[src/rtl/spi_slave_word_if.sv]
// Pin and decoder-side bundle of the SPI mode 0 word slave.
// Parity builds (SPI_SLAVE_WORD_PARITY_EN) add the sticky parity_err flag.
interface spi_slave_word_if #(
    parameter int WORD_W = 8,
    parameter int CNT_W  = 8
);
    // Single strobes, no backpressure: rx_valid marks one sclk cycle in which
    // rx_data is new; tx_load marks the negedge at which tx_data was taken.
    logic              cs_n;
    logic              mosi;
    logic              miso;
    logic [WORD_W-1:0] rx_data;
    logic              rx_valid;
    logic [WORD_W-1:0] tx_data;
    logic              tx_load;
    logic [CNT_W-1:0]  word_cnt;
    logic              short_frame;
    logic              rx_busy;
`ifdef SPI_SLAVE_WORD_PARITY_EN
    logic              parity_err;

    modport slave (
        input  cs_n, mosi, tx_data,
        output miso, rx_data, rx_valid, tx_load, word_cnt, short_frame, rx_busy, parity_err
    );
    modport master (
        output cs_n, mosi, tx_data,
        input  miso, rx_data, rx_valid, tx_load, word_cnt, short_frame, rx_busy, parity_err
    );
`else
    modport slave (
        input  cs_n, mosi, tx_data,
        output miso, rx_data, rx_valid, tx_load, word_cnt, short_frame, rx_busy
    );
    modport master (
        output cs_n, mosi, tx_data,
        input  miso, rx_data, rx_valid, tx_load, word_cnt, short_frame, rx_busy
    );
`endif
endinterface

[src/rtl/spi_slave_word.sv]
// SPI mode 0 slave moving WORD_W-bit words between the pins and the register decoder.
// Optional trailing even-parity bit per word with SPI_SLAVE_WORD_PARITY_EN.
module spi_slave_word #(
    parameter int WORD_W    = 8,
    parameter int LSB_FIRST = 0,
    parameter int CNT_W     = 8
) (
    input logic             sclk,
    input logic             rst_n,
    spi_slave_word_if.slave bus
);
`ifdef SPI_SLAVE_WORD_PARITY_EN
    localparam int LAST_BIT = WORD_W;
`else
    localparam int LAST_BIT = WORD_W - 1;
`endif
    localparam int BCW = $clog2(WORD_W + 1);
    localparam logic [BCW-1:0] DATA_END  = BCW'(WORD_W - 1);
    localparam logic [BCW-1:0] FRAME_END = BCW'(LAST_BIT);

    typedef enum logic {IDLE, SHIFT} rx_state_t;

    rx_state_t         state_q, state_d;
    logic [WORD_W-1:0] rx_sh_q, rx_sh_d, rx_shifted;
    logic [BCW-1:0]    rx_cnt_q, rx_cnt_d;
    logic [WORD_W-1:0] rx_data_q, rx_data_d;
    logic              rx_valid_q, rx_valid_d;
    logic [CNT_W-1:0]  word_cnt_q, word_cnt_d;
    logic              short_q, short_d;
`ifdef SPI_SLAVE_WORD_PARITY_EN
    logic              par_err_q, par_err_d;
`endif

    always_ff @(posedge sclk or negedge rst_n) begin
        if (!rst_n) begin
            state_q    <= IDLE;
            rx_sh_q    <= '0;
            rx_cnt_q   <= '0;
            rx_data_q  <= '0;
            rx_valid_q <= 1'b0;
            word_cnt_q <= '0;
            short_q    <= 1'b0;
`ifdef SPI_SLAVE_WORD_PARITY_EN
            par_err_q  <= 1'b0;
`endif
        end else begin
            state_q    <= state_d;
            rx_sh_q    <= rx_sh_d;
            rx_cnt_q   <= rx_cnt_d;
            rx_data_q  <= rx_data_d;
            rx_valid_q <= rx_valid_d;
            word_cnt_q <= word_cnt_d;
            short_q    <= short_d;
`ifdef SPI_SLAVE_WORD_PARITY_EN
            par_err_q  <= par_err_d;
`endif
        end
    end

    always_comb begin
        state_d    = state_q;
        rx_sh_d    = rx_sh_q;
        rx_cnt_d   = rx_cnt_q;
        rx_data_d  = rx_data_q;
        rx_valid_d = 1'b0;
        word_cnt_d = word_cnt_q;
        short_d    = short_q;
`ifdef SPI_SLAVE_WORD_PARITY_EN
        par_err_d  = par_err_q;
`endif
        if (LSB_FIRST != 0) rx_shifted = {bus.mosi, rx_sh_q[WORD_W-1:1]};
        else                rx_shifted = {rx_sh_q[WORD_W-2:0], bus.mosi};

        if (bus.cs_n) begin
            // A partial word at deselect is dropped; rx_data keeps the last good word.
            state_d  = IDLE;
            rx_cnt_d = '0;
            if (rx_cnt_q != '0) short_d = 1'b1;
        end else begin
            case (state_q)
                IDLE: begin
                    state_d    = SHIFT;
                    rx_sh_d    = rx_shifted;
                    rx_cnt_d   = BCW'(1);
                    word_cnt_d = '0;
                end
                default: begin
                    rx_cnt_d = rx_cnt_q + 1'b1;
`ifdef SPI_SLAVE_WORD_PARITY_EN
                    if (rx_cnt_q == FRAME_END) begin
                        rx_cnt_d = '0;
                        if ((^rx_data_q) != bus.mosi) par_err_d = 1'b1;
                    end else begin
                        rx_sh_d = rx_shifted;
                    end
`else
                    rx_sh_d = rx_shifted;
                    if (rx_cnt_q == FRAME_END) rx_cnt_d = '0;
`endif
                    if (rx_cnt_q == DATA_END) begin
                        rx_data_d  = rx_shifted;
                        rx_valid_d = 1'b1;
                        if (word_cnt_q != '1) word_cnt_d = word_cnt_q + 1'b1;
                    end
                end
            endcase
        end
    end

    // TX runs on the falling edge so each bit is stable across the master's sampling edge.
    logic [WORD_W-1:0] tx_sh_q, tx_shifted;
    logic [BCW-1:0]    tx_cnt_q;
    logic              tx_load_q;
    logic              tx_bit;
`ifdef SPI_SLAVE_WORD_PARITY_EN
    logic              tx_par_q;
`endif

    always_comb begin
        if (LSB_FIRST != 0) begin
            tx_shifted = {1'b0, tx_sh_q[WORD_W-1:1]};
            tx_bit     = tx_sh_q[0];
        end else begin
            tx_shifted = {tx_sh_q[WORD_W-2:0], 1'b0};
            tx_bit     = tx_sh_q[WORD_W-1];
        end
`ifdef SPI_SLAVE_WORD_PARITY_EN
        if (tx_cnt_q == FRAME_END) tx_bit = tx_par_q;
`endif
    end

    always_ff @(negedge sclk or negedge rst_n) begin
        if (!rst_n) begin
            tx_sh_q   <= '0;
            tx_cnt_q  <= '0;
            tx_load_q <= 1'b0;
`ifdef SPI_SLAVE_WORD_PARITY_EN
            tx_par_q  <= 1'b0;
`endif
        end else if (bus.cs_n || tx_cnt_q == FRAME_END) begin
            tx_sh_q   <= bus.tx_data;
            tx_cnt_q  <= '0;
            tx_load_q <= 1'b1;
`ifdef SPI_SLAVE_WORD_PARITY_EN
            tx_par_q  <= ^bus.tx_data;
`endif
        end else begin
            tx_sh_q   <= tx_shifted;
            tx_cnt_q  <= tx_cnt_q + 1'b1;
            tx_load_q <= 1'b0;
        end
    end

    assign bus.miso        = bus.cs_n ? 1'b0 : tx_bit;
    assign bus.rx_data     = rx_data_q;
    assign bus.rx_valid    = rx_valid_q;
    assign bus.tx_load     = tx_load_q;
    assign bus.word_cnt    = word_cnt_q;
    assign bus.short_frame = short_q;
    assign bus.rx_busy     = (state_q == SHIFT);
`ifdef SPI_SLAVE_WORD_PARITY_EN
    assign bus.parity_err  = par_err_q;
`endif
endmodule
[src/flat_wrapper.sv]
// flat-port wrapper written by rule: the top's interface ports become plain ports
module spi_slave_word_flat 
#(
    parameter int WORD_W    = 8,
    parameter int LSB_FIRST = 0,
    parameter int CNT_W     = 8
)
  (sclk, rst_n, bus_cs_n, bus_mosi, bus_tx_data, bus_miso, bus_rx_data, bus_rx_valid, bus_tx_load, bus_word_cnt, bus_short_frame, bus_rx_busy);
  spi_slave_word_if #(.WORD_W(WORD_W), .CNT_W(CNT_W)) bus_i ();
  input logic sclk;
  input logic rst_n;
  input wire logic [$bits(bus_i.cs_n)-1:0] bus_cs_n;
  input wire logic [$bits(bus_i.mosi)-1:0] bus_mosi;
  input wire logic [$bits(bus_i.tx_data)-1:0] bus_tx_data;
  output wire logic [$bits(bus_i.miso)-1:0] bus_miso;
  output wire logic [$bits(bus_i.rx_data)-1:0] bus_rx_data;
  output wire logic [$bits(bus_i.rx_valid)-1:0] bus_rx_valid;
  output wire logic [$bits(bus_i.tx_load)-1:0] bus_tx_load;
  output wire logic [$bits(bus_i.word_cnt)-1:0] bus_word_cnt;
  output wire logic [$bits(bus_i.short_frame)-1:0] bus_short_frame;
  output wire logic [$bits(bus_i.rx_busy)-1:0] bus_rx_busy;
  assign bus_i.cs_n = bus_cs_n;
  assign bus_i.mosi = bus_mosi;
  assign bus_i.tx_data = bus_tx_data;
  assign bus_miso = bus_i.miso;
  assign bus_rx_data = bus_i.rx_data;
  assign bus_rx_valid = bus_i.rx_valid;
  assign bus_tx_load = bus_i.tx_load;
  assign bus_word_cnt = bus_i.word_cnt;
  assign bus_short_frame = bus_i.short_frame;
  assign bus_rx_busy = bus_i.rx_busy;
  spi_slave_word #(.WORD_W(WORD_W), .LSB_FIRST(LSB_FIRST), .CNT_W(CNT_W)) u_core (.sclk(sclk), .rst_n(rst_n), .bus(bus_i));
endmodule
[config.mk]
export PLATFORM = sky130hd
export DESIGN_NAME = spi_slave_word_flat
export DESIGN_NICKNAME = d
export VERILOG_FILES = /design/src/rtl/spi_slave_word_if.sv /design/src/rtl/spi_slave_word.sv /design/src/flat_wrapper.sv
export SDC_FILE = /design/constraint.sdc
export NUM_CORES = 1
export LEC_CHECK = 0
export BUFFER_PORTS_ARGS = -buffer_cell sky130_fd_sc_hd__clkbuf_2
export CORE_ASPECT_RATIO = 1.1
export CORE_MARGIN = 3
export CORE_UTILIZATION = 55
export CTS_BUF_LIST = sky130_fd_sc_hd__clkbuf_16
export CTS_CLUSTER_SIZE = 28
export DETAILED_ROUTE_END_ITERATION = 16
export GPL_TIMING_DRIVEN = 0
export PLACE_DENSITY = 0.88
export SLEW_MARGIN = 25
export SYNTH_ARGS = -nofsm -noshare
export SYNTH_HDL_FRONTEND = slang
export SYNTH_SLANG_ARGS = --single-unit
export TNS_END_PERCENT = 1
[constraint.sdc]
create_clock -name sclk -period 2.97 [get_ports sclk]
set_clock_uncertainty 0.05 [all_clocks]
set_input_delay 0.4455 -clock sclk [delete_from_list [all_inputs] [get_ports sclk]]
set_output_delay 0.4455 -clock sclk [all_outputs]
set_load 0.05 [all_outputs]
**Word-level counts from Yosys, hierarchy flattened**

Cells that the tools add are included.

- Register bits after elaboration: 43
- Input bits: 12
- Output and inout bits: 21
- Word-level logic and storage cells: 38

- $add $sub $neg: 3
- Equality and inequality tests: 5
- Muxes and demuxes: 14
- Bitwise gates (word level): 1
- Reduce and logical (&&, ||, !) cells: 5

Operators by type and width:

| kind | count |
|---|---|
| 8-bit 2-to-1 mux | 4 |
| 4-bit 2-to-1 mux | 4 |
| 4-bit by 1-bit adder with 4-bit output, second input constant | 2 |
| 8-bit by 1-bit adder with 8-bit output, second input constant | 1 |
| 4-bit by 3-bit == test with 1-bit output, second input constant | 2 |
| 8-bit inequality test, second input constant | 1 |
| 1-bit 2-to-1 mux | 6 |
| 3-bit AND reduction | 2 |
| 2-bit inequality test, second input constant | 2 |
| 4-bit nonzero test | 1 |
| 2-bit AND reduction | 1 |
| 1-bit logical OR | 1 |
| 1-bit NOT | 1 |

**Depth between registers and ports, before layout**

- Word-level depth: 4
- Mapped depth: 6
- Mapped depth without buffers: 6

==> run metrics <==
Port Buffer Count=31; ys async rst share=1.00; sequential power share=0.511; clock root cell=clkbuf_16; Worst R2R End=u_core.bus.word_cnt[3]; die span in y=66.4 µm; core area=3100 µm²; global-route wire length before repair=5890 µm; full die area=4040 µm²; Yosys top cell area share=0.412; library cells used by synthesis=36; max-cap violation count=0; antenna-violating nets left=0; Max VDD drop=0.415 mV; WP data arrival=2.47 ns; I/O pin total=33; sequential element share of the synthesized area=0.590; Iter 0 DRT Violations=56; Pint=988 µW; top cells by area, synth=dfrtp_1 (41%), dfrtn_1 (18%), mux2_2 (9.3%), nand2_1 (6.2%), ha_1 (2.7%); number of synthesized flops with an enable pin=0; switch share=0.234; First-pass DRT Iterations=4; crit path launch=u_core.tx_sh_q[7]; worst-case clock buffer depth=2; Tot Pwr=1290 µW; Syn Inst Count=157; # rows=21; H-tree depth=2; via count=1,296; Mapped Area=1820 µm²; WP data required=2.47 ns; syn_area_per_cell=11.6 µm²; RePlAce Congestion=0.748; Cell Count, Final, Fillers Out=230; Synth Register Bits=43; combinational power share=0.088; largest net degree at the start of global routing=44; DRC viols=0; outcome=finished, final reports clean; Slew Limit Fails=0; Startpoint Class=register; Area growth syn-to-layout=19.5%; Yosys top cell by area=dfrtp_1; Sw Pwr=301 µW; initial antenna violation count=0; post-synthesis net count=173; placed cell count=222; DP HPWL=2430 µm; Leakage Power=0.00111 µW; routed length per instance=14.9 µm; Total Wirelength=3420 µm; die width=60.9 µm; WS Path Type=reg -> out; commonest cells in the synthesized netlist=dfrtp_1 (30), nand2_1 (30), mux2_2 (15), dfrtn_1 (13), nor2_1 (10); FF-to-FF path depth=5; Clock Latency Late Sink=0.28 ns; Pwr Density=592 nW/µm²; CTS tree=yes; Syn. warnings=0; Num Clock Sinks=43; worst r2r src=u_core.rx_cnt_q[1]; hold slack=0.246 ns; top_reg_cell synth=dfrtp_1; vias in the first global route=1,279; Final Setup Violations=0; Worst Max-Slew Pin Slew=0.918 ns; endpoints failing hold=0; Via density=5.63; Inserted Clock Buffers=5; Clock transition at path regs=0.06 ns; global route total overflow=0; Worst Path Max Fanout=1; CP endpoint kind=primary output; CTS Hold Bufs=0; Initial Util=0.588; Slew HR=0.388; ant diodes=0; Clock power frac=0.401; GRT Resource Usage Total=0.203; Core Util, Final=0.703; layout cells sized above 1=0.342; unrepaired setup endpoints after global routing=yes; Hold Path Class=in -> async; R2R setup slack=1.25 ns; post-CTS setup buffers=0; Final nets=211
[through the flow]
stage	setup TNS [ns]	cell area, µm²	worst slack, ns
after floorplan	0	1830	0.0642
after global placement	-0.0917	2020	-0.0153
after detailed placement	-0.172	2020	-0.0345
after CTS	-0.0132	2170	-0.0132
after global routing	-0.0225	2180	-0.0225
final	0	2180	0.00865
[sequential cells by signal, summed over array words and instances, names as in the netlist]
name,flops
u_core.bus.rx_data,8
u_core.bus.tx_load,1
u_core.bus.word_cnt,8
u_core.bus.rx_valid,1
u_core.bus.rx_busy,1
u_core.rx_cnt_q,4
u_core.rx_sh_q,7
u_core.tx_cnt_q,4
u_core.tx_sh_q,8
u_core.bus.short_frame,1
[cells by family (layout without fill, tap and decap cells)]
logic type,Yosys count,after routing,synth area share
AO/OA/AOI/OAI,17,17,0.0762
XOR/XNOR,3,3,0.0144
adder cells (fa/ha/maj),4,4,0.0275
buffers and inverters,11,50,0.0288
flip-flops,43,43,0.590
multiplexers,15,15,0.0927
AND/OR/NAND/NOR,64,64,0.170
[worst max-delay path, stage by stage, from the launching register on]
cell and delay [ns]:
dfrtn_1 0.39, nor2b_4 0.14, buf_8 0.15
[area by class of cell]
cell class | instances | area [µm²]
plain buffers | 4 | 26.3
clock buffers | 5 | 125
clock inverters | 3 | 15.0
fillers | 221 | 922
inverters | 7 | 26.3
multi-input cells | 103 | 702
flip-flops and latches | 43 | 1080
well taps | 34 | 42.5
repair buffers | 31 | 165
[placed cells by master (no fill, tap or decap), types with 2 or more instances in the layout]
cell	n
nand2_1	30
dfrtp_1	30
clkbuf_2	29
mux2_2	15
dfrtn_1	13
nor2_1	10
inv_1	6
nand3_1	5
clkbuf_16	5
buf_2	4
a21oi_1	4
ha_1	4
and2_1	3
xnor2_1	3
nor3_1	3
clkinv_2	3
and3_1	2
nand3_2	2
a21o_1	2
a221o_1	2
a31oi_1	2
[power groups by stage]
| stage | clock [µW] | combinational [µW] | sequential (µW) |
|---|---|---|---|
| floorplan | 0 | 62.4 | 675 |
| global placement | 0 | 105 | 665 |
| detailed placement | 0 | 111 | 668 |
| CTS | 525 | 114 | 658 |
| global route | 559 | 126 | 664 |
| finish | 517 | 114 | 659 |
[worst max-delay path by stage]
stage,to,slack [ns],cells past startpoint
after floorplan,u_core.tx_sh_q[1],0.06,3
after global placement,u_core.tx_sh_q[2],-0.02,3
after detailed placement,u_core.tx_sh_q[6],-0.03,3
after CTS,bus_miso,-0.01,2
after global routing,bus_miso,-0.02,2
final,bus_miso,0.009,2
[layer usage]
metal,track usage,vias up,wire [µm]
met5,0,-,0
met4,0.0813,0,57
met3,0.0742,6,139
met2,0.340,31,1800
met1,0.231,648,1420
li1,-,611,-
[timing repair]
| action | 4_1_cts | 5_1_grt |
|---|---|---|
| endpoints found under the setup margin | 1 | 1 |
| gates resized for setup | 2 | 2 |
| pin swaps | 0 | 0 |
| cloned | 0 | 0 |
No activity file was read; power rests on OpenSTA's default activity.
